===== src/rtl/vga_pkg.sv =====
// Shared timing defaults and types for the VGA raster scan generator.
// Totals are derived from the four per-axis timing parameters.
package vga_pkg;

    localparam int unsigned H_VISIBLE_DEF  = 32'd640;
    localparam int unsigned H_FP_DEF       = 32'd16;
    localparam int unsigned H_SYNC_DEF     = 32'd96;
    localparam int unsigned H_BP_DEF       = 32'd48;
    localparam int unsigned V_VISIBLE_DEF  = 32'd480;
    localparam int unsigned V_FP_DEF       = 32'd10;
    localparam int unsigned V_SYNC_DEF     = 32'd2;
    localparam int unsigned V_BP_DEF       = 32'd33;
    localparam int unsigned PIPE_DELAY_DEF = 32'd1;

    localparam int unsigned CNT_W = 32'd10;

    typedef logic [CNT_W-1:0] vga_cnt_t;

    typedef struct packed {
        logic hs;
        logic vs;
        logic blank_n;
    } vga_sync_t;

    // Inactive syncs and blanked video: the state every delay stage resets to.
    localparam vga_sync_t SYNC_IDLE = '{hs: 1'b1, vs: 1'b1, blank_n: 1'b0};

    function automatic int unsigned vga_total(
        input int unsigned visible,
        input int unsigned fp,
        input int unsigned sync,
        input int unsigned bp
    );
        return visible + fp + sync + bp;
    endfunction

    localparam int unsigned H_TOTAL_DEF = vga_total(H_VISIBLE_DEF, H_FP_DEF, H_SYNC_DEF, H_BP_DEF);
    localparam int unsigned V_TOTAL_DEF = vga_total(V_VISIBLE_DEF, V_FP_DEF, V_SYNC_DEF, V_BP_DEF);

endpackage


===== src/rtl/vga_scan_gen_if.sv =====
// Scan-generator output bundle: pixel coordinates plus the VGA DAC controls.
// The generator drives the master side; the colour mapper / DAC take the slave side.
interface vga_scan_gen_if;
    import vga_pkg::*;

    vga_cnt_t DrawX;
    vga_cnt_t DrawY;
    logic     pixel_tick;
    logic     VGA_CLK;
    logic     VGA_HS;
    logic     VGA_VS;
    logic     VGA_BLANK_N;
    logic     VGA_SYNC_N;
    logic     frame_clk;
    logic     frame_start;

    modport master (
        output DrawX,
        output DrawY,
        output pixel_tick,
        output VGA_CLK,
        output VGA_HS,
        output VGA_VS,
        output VGA_BLANK_N,
        output VGA_SYNC_N,
        output frame_clk,
        output frame_start
    );

    modport slave (
        input DrawX,
        input DrawY,
        input pixel_tick,
        input VGA_CLK,
        input VGA_HS,
        input VGA_VS,
        input VGA_BLANK_N,
        input VGA_SYNC_N,
        input frame_clk,
        input frame_start
    );

endinterface


===== src/rtl/sync_delay_line.sv =====
// Enable-gated shift register that re-aligns sync/blank with the colour path.
// DEPTH = 0 is a pure pass-through.
module sync_delay_line
    import vga_pkg::*;
#(
    parameter int unsigned DEPTH   = PIPE_DELAY_DEF,
    parameter type         T       = vga_sync_t,
    parameter T            RST_VAL = SYNC_IDLE
) (
    input  logic Clk,
    input  logic Reset,
    input  logic en,
    input  T     d,
    output T     q
);

    if (DEPTH == 32'd0) begin : g_bypass

        logic unused_s;
        assign unused_s = &{1'b0, Clk, Reset, en};
        assign q        = d;

    end else begin : g_pipe

        T stage_r [DEPTH];

        // Shift one stage per pixel; reset parks every stage at the idle value.
        always_ff @(posedge Clk) begin
            if (Reset) begin
                for (int i = 0; i < int'(DEPTH); i++) begin
                    stage_r[i] <= RST_VAL;
                end
            end else if (en) begin
                stage_r[0] <= d;
                for (int i = 1; i < int'(DEPTH); i++) begin
                    stage_r[i] <= stage_r[i-1];
                end
            end
        end

        assign q = stage_r[DEPTH-1];

    end

endmodule


===== src/rtl/vga_scan_gen_chk.sv =====
// Run-time invariants of the scan generator outputs (simulation only).
module vga_scan_gen_chk
    import vga_pkg::*;
#(
    parameter vga_cnt_t H_LAST = 10'd799,
    parameter vga_cnt_t V_LAST = 10'd524
) (
    input logic     Clk,
    input logic     Reset,
    input vga_cnt_t DrawX,
    input vga_cnt_t DrawY,
    input logic     frame_start,
    input logic     VGA_SYNC_N
);

    a_x_in_range: assert property (@(posedge Clk) disable iff (Reset) (DrawX <= H_LAST));

    a_y_in_range: assert property (@(posedge Clk) disable iff (Reset) (DrawY <= V_LAST));

    a_frame_start_at_origin: assert property (@(posedge Clk) disable iff (Reset)
        (frame_start |-> ((DrawX == 10'd0) && (DrawY == 10'd0))));

    a_sync_n_tied: assert property (@(posedge Clk) (VGA_SYNC_N == 1'b0));

endmodule


===== src/rtl/vga_scan_gen.sv =====
// 640x480@60 raster scan generator: 25 MHz pixel cadence from a 50 MHz clock,
// pixel coordinates, and sync/blank delayed to match the sprite-ROM latency.
module vga_scan_gen
    import vga_pkg::*;
#(
    parameter int unsigned H_VISIBLE  = H_VISIBLE_DEF,
    parameter int unsigned H_FP       = H_FP_DEF,
    parameter int unsigned H_SYNC     = H_SYNC_DEF,
    parameter int unsigned H_BP       = H_BP_DEF,
    parameter int unsigned V_VISIBLE  = V_VISIBLE_DEF,
    parameter int unsigned V_FP       = V_FP_DEF,
    parameter int unsigned V_SYNC     = V_SYNC_DEF,
    parameter int unsigned V_BP       = V_BP_DEF,
    parameter int unsigned PIPE_DELAY = PIPE_DELAY_DEF
) (
    input  logic                  Clk,
    input  logic                  Reset,
    vga_scan_gen_if.master        vga
);

    localparam int unsigned H_TOTAL = vga_total(H_VISIBLE, H_FP, H_SYNC, H_BP);
    localparam int unsigned V_TOTAL = vga_total(V_VISIBLE, V_FP, V_SYNC, V_BP);

    localparam vga_cnt_t H_LAST   = CNT_W'(H_TOTAL - 32'd1);
    localparam vga_cnt_t V_LAST   = CNT_W'(V_TOTAL - 32'd1);
    localparam vga_cnt_t H_VIS    = CNT_W'(H_VISIBLE);
    localparam vga_cnt_t V_VIS    = CNT_W'(V_VISIBLE);
    localparam vga_cnt_t HS_FIRST = CNT_W'(H_VISIBLE + H_FP);
    localparam vga_cnt_t HS_LAST  = CNT_W'(H_VISIBLE + H_FP + H_SYNC - 32'd1);
    localparam vga_cnt_t VS_FIRST = CNT_W'(V_VISIBLE + V_FP);
    localparam vga_cnt_t VS_LAST  = CNT_W'(V_VISIBLE + V_FP + V_SYNC - 32'd1);

    logic      tick_r;
    vga_cnt_t  hc_r;
    vga_cnt_t  vc_r;
    logic      frame_start_r;
    logic      h_wrap_s;
    logic      v_wrap_s;
    vga_sync_t raw_sync_s;
    vga_sync_t dly_sync_s;

    // Divide-by-two pixel cadence; the tick is high every other Clk.
    always_ff @(posedge Clk) begin
        if (Reset) begin
            tick_r <= 1'b0;
        end else begin
            tick_r <= ~tick_r;
        end
    end

    // End-of-line and end-of-frame detection on the current counts.
    always_comb begin
        h_wrap_s = (hc_r == H_LAST);
        v_wrap_s = (vc_r == V_LAST);
    end

    // Horizontal/vertical counters; line and frame wrap happen on the same tick.
    always_ff @(posedge Clk) begin
        if (Reset) begin
            hc_r <= 10'd0;
            vc_r <= 10'd0;
        end else if (tick_r) begin
            if (h_wrap_s) begin
                hc_r <= 10'd0;
                vc_r <= v_wrap_s ? 10'd0 : (vc_r + 10'd1);
            end else begin
                hc_r <= hc_r + 10'd1;
            end
        end
    end

    // Flags the Clk right after the counters land on (0,0).
    always_ff @(posedge Clk) begin
        if (Reset) begin
            frame_start_r <= 1'b0;
        end else begin
            frame_start_r <= tick_r & h_wrap_s & v_wrap_s;
        end
    end

    // Undelayed sync/blank decoded from the live counts.
    always_comb begin
        raw_sync_s.hs      = ~((hc_r >= HS_FIRST) && (hc_r <= HS_LAST));
        raw_sync_s.vs      = ~((vc_r >= VS_FIRST) && (vc_r <= VS_LAST));
        raw_sync_s.blank_n = (hc_r < H_VIS) && (vc_r < V_VIS);
    end

    sync_delay_line #(
        .DEPTH   (PIPE_DELAY),
        .T       (vga_sync_t),
        .RST_VAL (SYNC_IDLE)
    ) u_sync_delay (
        .Clk   (Clk),
        .Reset (Reset),
        .en    (tick_r),
        .d     (raw_sync_s),
        .q     (dly_sync_s)
    );

    // The DAC samples on the rising VGA_CLK edge, mid-way through each pixel.
    assign vga.DrawX       = hc_r;
    assign vga.DrawY       = vc_r;
    assign vga.pixel_tick  = tick_r;
    assign vga.VGA_CLK     = ~tick_r;
    assign vga.VGA_HS      = dly_sync_s.hs;
    assign vga.VGA_VS      = dly_sync_s.vs;
    assign vga.VGA_BLANK_N = dly_sync_s.blank_n;
    assign vga.VGA_SYNC_N  = 1'b0;
    assign vga.frame_clk   = raw_sync_s.vs;
    assign vga.frame_start = frame_start_r;

    vga_scan_gen_chk #(
        .H_LAST (H_LAST),
        .V_LAST (V_LAST)
    ) u_chk (
        .Clk         (Clk),
        .Reset       (Reset),
        .DrawX       (hc_r),
        .DrawY       (vc_r),
        .frame_start (frame_start_r),
        .VGA_SYNC_N  (1'b0)
    );

endmodule


===== src/flat_wrapper.sv =====
// flat-port wrapper written by rule: the top's interface ports become plain ports
module vga_scan_gen_flat import vga_pkg::*;
#(
    parameter int unsigned H_VISIBLE  = H_VISIBLE_DEF,
    parameter int unsigned H_FP       = H_FP_DEF,
    parameter int unsigned H_SYNC     = H_SYNC_DEF,
    parameter int unsigned H_BP       = H_BP_DEF,
    parameter int unsigned V_VISIBLE  = V_VISIBLE_DEF,
    parameter int unsigned V_FP       = V_FP_DEF,
    parameter int unsigned V_SYNC     = V_SYNC_DEF,
    parameter int unsigned V_BP       = V_BP_DEF,
    parameter int unsigned PIPE_DELAY = PIPE_DELAY_DEF
)
  (Clk, Reset, vga_DrawX, vga_DrawY, vga_pixel_tick, vga_VGA_CLK, vga_VGA_HS, vga_VGA_VS, vga_VGA_BLANK_N, vga_VGA_SYNC_N, vga_frame_clk, vga_frame_start);
  vga_scan_gen_if vga_i ();
  input  logic Clk;
  input  logic Reset;
  output wire logic [$bits(vga_i.DrawX)-1:0] vga_DrawX;
  output wire logic [$bits(vga_i.DrawY)-1:0] vga_DrawY;
  output wire logic [$bits(vga_i.pixel_tick)-1:0] vga_pixel_tick;
  output wire logic [$bits(vga_i.VGA_CLK)-1:0] vga_VGA_CLK;
  output wire logic [$bits(vga_i.VGA_HS)-1:0] vga_VGA_HS;
  output wire logic [$bits(vga_i.VGA_VS)-1:0] vga_VGA_VS;
  output wire logic [$bits(vga_i.VGA_BLANK_N)-1:0] vga_VGA_BLANK_N;
  output wire logic [$bits(vga_i.VGA_SYNC_N)-1:0] vga_VGA_SYNC_N;
  output wire logic [$bits(vga_i.frame_clk)-1:0] vga_frame_clk;
  output wire logic [$bits(vga_i.frame_start)-1:0] vga_frame_start;
  assign vga_DrawX = vga_i.DrawX;
  assign vga_DrawY = vga_i.DrawY;
  assign vga_pixel_tick = vga_i.pixel_tick;
  assign vga_VGA_CLK = vga_i.VGA_CLK;
  assign vga_VGA_HS = vga_i.VGA_HS;
  assign vga_VGA_VS = vga_i.VGA_VS;
  assign vga_VGA_BLANK_N = vga_i.VGA_BLANK_N;
  assign vga_VGA_SYNC_N = vga_i.VGA_SYNC_N;
  assign vga_frame_clk = vga_i.frame_clk;
  assign vga_frame_start = vga_i.frame_start;
  vga_scan_gen #(.H_VISIBLE(H_VISIBLE), .H_FP(H_FP), .H_SYNC(H_SYNC), .H_BP(H_BP), .V_VISIBLE(V_VISIBLE), .V_FP(V_FP), .V_SYNC(V_SYNC), .V_BP(V_BP), .PIPE_DELAY(PIPE_DELAY)) u_core (.Clk(Clk), .Reset(Reset), .vga(vga_i));
endmodule

===== config.mk =====
export PLATFORM = sky130hd
export DESIGN_NAME = vga_scan_gen_flat
export DESIGN_NICKNAME = d
export VERILOG_FILES = /design/src/rtl/vga_pkg.sv /design/src/rtl/vga_scan_gen_if.sv /design/src/rtl/sync_delay_line.sv /design/src/rtl/vga_scan_gen_chk.sv /design/src/rtl/vga_scan_gen.sv /design/src/flat_wrapper.sv
export SDC_FILE = /design/constraint.sdc
export NUM_CORES = 1
export LEC_CHECK = 0
export BUFFER_PORTS_ARGS = -buffer_cell sky130_fd_sc_hd__buf_2
export CELL_PAD_IN_SITES_DETAIL_PLACEMENT = 0
export CELL_PAD_IN_SITES_GLOBAL_PLACEMENT = 1
export CORE_UTILIZATION = 25
export CTS_CLUSTER_SIZE = 30
export DETAILED_ROUTE_END_ITERATION = 10
export PLACE_DENSITY_LB_ADDON = 0.08
export SYNTH_ARGS = -nofsm -noshare
export SYNTH_HDL_FRONTEND = slang
export SYNTH_SLANG_ARGS = --single-unit

===== constraint.sdc =====
create_clock -name Clk -period 4.1 [get_ports Clk]
set_input_delay 0.41 -clock Clk [delete_from_list [all_inputs] [get_ports Clk]]
set_output_delay 0.41 -clock Clk [all_outputs]
set_load 0.05 [all_outputs]

==> out/results.ini, run 1 <==
[pwr]
power.density_nw_per_um2 = 290
total_power_w = 0.000445
leakage_nw = 0.570
ir_drop_v = 0.000107

[global_route]
grt_usage_pct = 13.1
grt_pass1_vias = 1065
grt_max_degree = 14
antenna_found_initial = 0
grt_first_pass_wirelength_um = 5310
overflow = 0

[timing]
relSlewSlack_pct = 68.3
slew_violations = 0
hold_slack_ns = 0.428
setup-tns-final_ns = 0
rsz0062_at_grt = false
setup_viol = 0
period_share_pct = 45.9
clock.fmax_ghz = 0.532
tightestPinTransition_ns = 0.464
finalHoldViolations = 0
skew_ns = 0.00933
fin_crit_ns = 1.88

[critical_path]
cpMaxStageDelayCell = dfxtp_1
rr_startpoint = u_core.vga.DrawX[1]
crit_chain = nor4b_1 > nand4_1 > buf_2
r2r_setup_slack_ns = 2.27
critPathRequiredTime_ns = 3.69
slowest_delay_ns = 0.48
critical_path_class = flip-flop to output port
critPathMaxFanout = 8
critPathCaptureType = output port
r2r_cells = 5
crit-reg2reg-capture = u_core.vga.DrawY[8]
start_kind = flip-flop
critical_path_arrival_ns = 1.47

[yosys]
synth_xor_xnor_area_share_pct = 5.45
synth_compound_area_share_pct = 12.1
synth-simple-area-share_pct = 32.1
yosysWarnings = 0
synth.distinct_cells = 43
synth_cells = 143
syn_area_um2 = 1280
synth_nets = 149
postSynth.asyncResetShare_pct = 0
synthMuxAreaShare_pct = 0.876
ys_seq_elements = 25
synthFlopType = dfxtp_1
seq_area_frac_synth_pct = 41.3
yosys.area_share.adder_pct = 3.89
avgSynthCellArea_um2 = 8.99
synth_edf_count = 3
synth_top_family_by_area = simple AND/OR/NAND/NOR gates

[floorplan]
initial_core_util_pct = 26.5
fp.dieW_um = 73.7
dieArea_um2 = 5430
core_um2 = 4850
die-height_um = 73.7
rows = 25
io_pins = 30

[placement]
port_buffers = 28
dp.cells = 234
hpwl_um = 2390
gp_congestion = 0.727

[min_path]
worstHoldPathCells = 2
hp-start = Reset
hold-path-endpoint = u_core.vga.DrawY[1]
holdCritPathClass = input port to flip-flop

[clock_tree]
cts_hold_buf = 0
cts_max_level = 1
clockBufferDepth = 2
numCtsBuffers = 3
clk_latency_ns = 0.27
cts_setup_buffers = 0
clockRootBuffer = clkbuf_8
cts_sinks = 25
cts_tree = done
cts_resized = 0
path_clk_slew_ns = 0.09

[final_layout]
drive_gt1_share_pct = 24.0
syn2layout_area_growth_pct = 19.3
num_antenna_cells = 0
nets = 178
final_util_pct = 31.6
layout.filler_cells = 548
stdcell_count = 238

[drt]
drt_first_iter_violations = 40
drt_wl_total_um = 3170
antenna_left = 0
post_drt_wl_per_cell_um = 13.3
drc = 0
detail_route.first_pass.iterations = 4
vias_per_cell = 4.66
vias = 1109

[status]
status = complete, no violations

[job]
maxCapViolations = 0

per-stage QoR:
| stage | instance area (um2) | worst slack (ns) |
|---|---|---|
| 2_1_floorplan | 1280 | 1.84 |
| 6_report | 1530 | 2.22 |
| 3_3_place_gp | 1490 | 2.35 |
| 3_5_place_dp | 1490 | 2.30 |
| 4_1_cts | 1530 | 2.22 |
| 5_1_grt | 1530 | 2.08 |
area by class of cell:
type / count / area (um2) / share of cell area [%]
multi-input combinational: 106 / 703 / 45.9
sequential: 25 / 531 / 34.6
timing repair buffer: 28 / 140 / 9.14
tap: 67 / 83.8 / 5.47
clock buffer: 4 / 45.0 / 2.94
inverter: 8 / 30.0 / 1.96
worst max-delay path: cells and delay by family (launching register included):
kind	cells	cell delay (ns)
DFF	1	0.48
and+or+nand+nor	2	0.46
buffers and inverters	1	0.25
layer usage:
layer | routed length (um) | track usage [%]
met5 | 0 | 0
met4 | 25 | 5.13
met3 | 88 | 2.19
met2 | 1480 | 20.7
met1 | 1580 | 17.6
flip-flops by register name, indices dropped and copies added (netlist names):
register and count:
u_core.u_sync_delay.g_pipe.stage_r 3, u_core.vga.DrawX 10, u_core.vga.DrawY 10, u_core.vga.frame_start 1, u_core.vga.pixel_tick 1
cells in the final DEF (no fill, tap or decap), types with 2 or more instances in the layout:
master	instances
buf_2	28
dfxtp_1	22
nand3_1	11
nor2_1	10
nand2_1	10
a21oi_1	10
inv_1	8
or3_1	8
nor3_1	6
o21ai_0	6
nand4_1	4
xnor2_1	4
xor2_1	4
ha_1	4
and3_1	3
clkbuf_8	3
edfxtp_1	3
or4_4	2
cells in the mapped netlist, types with 2 or more instances:
| cell | n | share of area (%) |
|---|---|---|
| a21oi_1 | 10 | 3.9 |
| dfxtp_1 | 22 | 34 |
| inv_1 | 8 | 2.3 |
| edfxtp_1 | 3 | 7.0 |
| ha_1 | 4 | 3.9 |
| nand2_1 | 10 | 2.9 |
| xnor2_1 | 4 | 2.7 |
| nor2_1 | 10 | 2.9 |
| nor3_1 | 6 | 2.3 |
| nand3_1 | 11 | 4.3 |
| and3_1 | 3 | 1.5 |
| buf_2 | 2 | 0.78 |
| or3_1 | 8 | 3.9 |
| or4_4 | 2 | 1.8 |
| o21ai_0 | 6 | 2.3 |
| xor2_1 | 4 | 2.7 |
| nand4_1 | 4 | 1.9 |
worst max path at each step:
stage	from	endpoint	slack (ns)	cells after the start
after floorplan	u_core.vga.DrawY[3]	u_core.u_sync_delay.g_pipe.stage_r[0][1]	1.84	3
after global placement	u_core.vga.DrawX[1]	u_core.vga.DrawY[3]	2.35	5
after detailed placement	u_core.vga.DrawX[1]	u_core.vga.DrawY[8]	2.30	5
after CTS	u_core.vga.DrawY[3]	vga_frame_clk	2.22	3
after global routing	u_core.vga.DrawY[3]	vga_frame_clk	2.08	3
final	u_core.vga.DrawY[3]	vga_frame_clk	2.22	3
cells by family after synthesis:
family | count (synthesis)
adders and majority gates | 4
muxes | 1
and+or+nand+nor | 68
DFF | 25
other | 1
xor gates and xnor gates | 8
buffers and inverters | 12
AOI/OAI and AO/OA | 24
where the power goes:
group          total [W]  switching (W)  internal, W
Sequential      0.000258     0.00000647     0.000251
Clock           0.000149      0.0000796    0.0000695
Combinational  0.0000379      0.0000288   0.00000911
Note: power is estimated with default switching activity, not from simulation.
==> run 2: changes to the inputs <==
- clock period: 4.1 -> 1.9 ns (I/O delays scaled with it)
==> out/results.ini, run 2 (synthesized netlist as in run 1, its figures left out) <==
[status]
status = complete, no violations

[floorplan]
initial_core_util_pct = 26.5  ; unchanged
die-height_um = 73.7  ; unchanged
core_um2 = 4850  ; unchanged
dieArea_um2 = 5430  ; unchanged
rows = 25  ; unchanged
fp.dieW_um = 73.7  ; unchanged
io_pins = 30  ; unchanged

[pwr]
power.density_nw_per_um2 = 598  ; +110%
leakage_nw = 0.628  ; +10%
ir_drop_v = 0.000324  ; +200%
total_power_w = 0.000967  ; +120%

[drt]
antenna_left = 0  ; unchanged
drc = 0  ; unchanged
post_drt_wl_per_cell_um = 13.6  ; +2.4%
vias = 1177  ; +6.1%
drt_first_iter_violations = 54  ; +35%
detail_route.first_pass.iterations = 4  ; unchanged
vias_per_cell = 4.77  ; +2.3%
drt_wl_total_um = 3370  ; +6.3%

[clock_tree]
cts_setup_buffers = 0  ; unchanged
clockBufferDepth = 2  ; unchanged
cts_sinks = 25  ; unchanged
path_clk_slew_ns = 0.09  ; about the same
clk_latency_ns = 0.27  ; about the same
numCtsBuffers = 3  ; unchanged
cts_max_level = 1  ; unchanged
clockRootBuffer = clkbuf_8
cts_tree = done
cts_hold_buf = 0  ; unchanged
cts_resized = 0  ; unchanged

[final_layout]
final_common_cell = buf_2
layout_common_cells = buf_2 (28), dfxtp_1 (12), nand3_1 (11)
stdcell_count = 247  ; +3.8%
syn2layout_area_growth_pct = 25.8
largest_registers = u_core.vga.DrawX: 10 flops, u_core.vga.DrawY: 10 flops, u_core.u_sync_delay.g_pipe.stage_r: 3 flops
nets = 187  ; +5.1%
drive_gt1_share_pct = 33.9  ; +9.9 points
num_antenna_cells = 0  ; unchanged

[placement]
hpwl_um = 2550  ; +6.6%
gp_congestion = 0.734  ; +0.87%
port_buffers = 28  ; unchanged
dp.cells = 243  ; +3.8%

[timing]
fin_crit_ns = 1.78
period_share_pct = 93.5
setup_viol = 0  ; unchanged
slew_violations = 0  ; unchanged
clock.fmax_ghz = 0.563
finalHoldViolations = 0  ; unchanged
skew_ns = 0.00256  ; -0.00676 ns
rsz0062_at_grt = false

[global_route]
antenna_found_initial = 0  ; unchanged
grt_usage_pct = 13.5  ; +0.45 points
grt_max_degree = 15  ; +1
busiest_layer = met2
grt_pass1_vias = 1099  ; +3.2%
gr-usage-met1_pct = 19.4  ; +1.9 points
use_met2_pct = 20.0  ; -0.71 points
grt_first_pass_wirelength_um = 5580  ; +5.1%
met3_usage_pct = 3.43  ; +1.2 points
overflow = 0  ; unchanged

[critical_path]
critical_path_arrival_ns = 1.99  ; +0.52 ns
critPathRequiredTime_ns = 2.11  ; -1.58 ns
start_kind = flip-flop
critPathCaptureType = flip-flop
critPathMaxFanout = 8  ; unchanged
critical_path_class = flip-flop to flip-flop
r2r_setup_slack_ns = 0.12  ; -2.15 ns

[min_path]
holdCritPathClass = input port to flip-flop

[job]
maxCapViolations = 0  ; unchanged

## run 2: cell count changes in the layout (fill, tap and decap cells not counted), sizes merged
cell	before	now
clkinv	0	1
buf	28	37
clkbuf	4	3
## run 2: per-layer routing
layer,vias up,routed length [um]
met1,564,1790
li1,589,-
met5,-,0
met3,2,111
met2,22,1440
met4,0,25
## run 2: final timing paths
path	cells after the start	end	from
min	2	u_core.vga.DrawX[0]	Reset
max	5	u_core.vga.DrawY[8]	u_core.vga.DrawX[0]
max reg2reg	5	u_core.vga.DrawY[8]	u_core.vga.DrawX[0]
min reg2reg	2	u_core.vga.DrawX[0]	u_core.vga.DrawX[0]
## run 2: area by class of cell
cell class / instances / area (um2)
sequential: 25 / 543
clock buffer: 3 / 41.3
inverter: 8 / 30.0
tap: 67 / 83.8
fill: 525 / 3230
clock inverter: 1 / 5.00
multi-input combinational: 106 / 706
timing repair buffer: 37 / 208
## run 2: per-stage QoR
stage / setup slack [ns] / TNS, ns / instance area, um2 / hold WS, ns / util [%]
after floorplan: -0.119 / -0.119 / 1300 / 0.477 / -
after global placement: 0.168 / 0 / 1570 / 0.476 / 32.4
after detailed placement: 0.130 / 0 / 1570 / 0.490 / 32.4
after CTS: 0.110 / 0 / 1620 / 0.187 / 33.3
after global routing: 0.0269 / 0 / 1620 / 0.186 / 33.3
final: 0.124 / 0 / 1620 / 0.208 / 33.3
## run 2: where the power goes
part / switching, W / internal (W)
registers: 0.0000112 / 0.000543
logic: 0.0000663 / 0.0000220
clock network: 0.000178 / 0.000147
total: 0.000256 / 0.000712
## run 2: critical path, stage by stage, from the launching register on
cell and delay (ns):
dfxtp_2 0.38, ha_1 0.20, and2_1 0.32, nand4_4 0.18, or4_4 0.51, a21oi_2 0.13
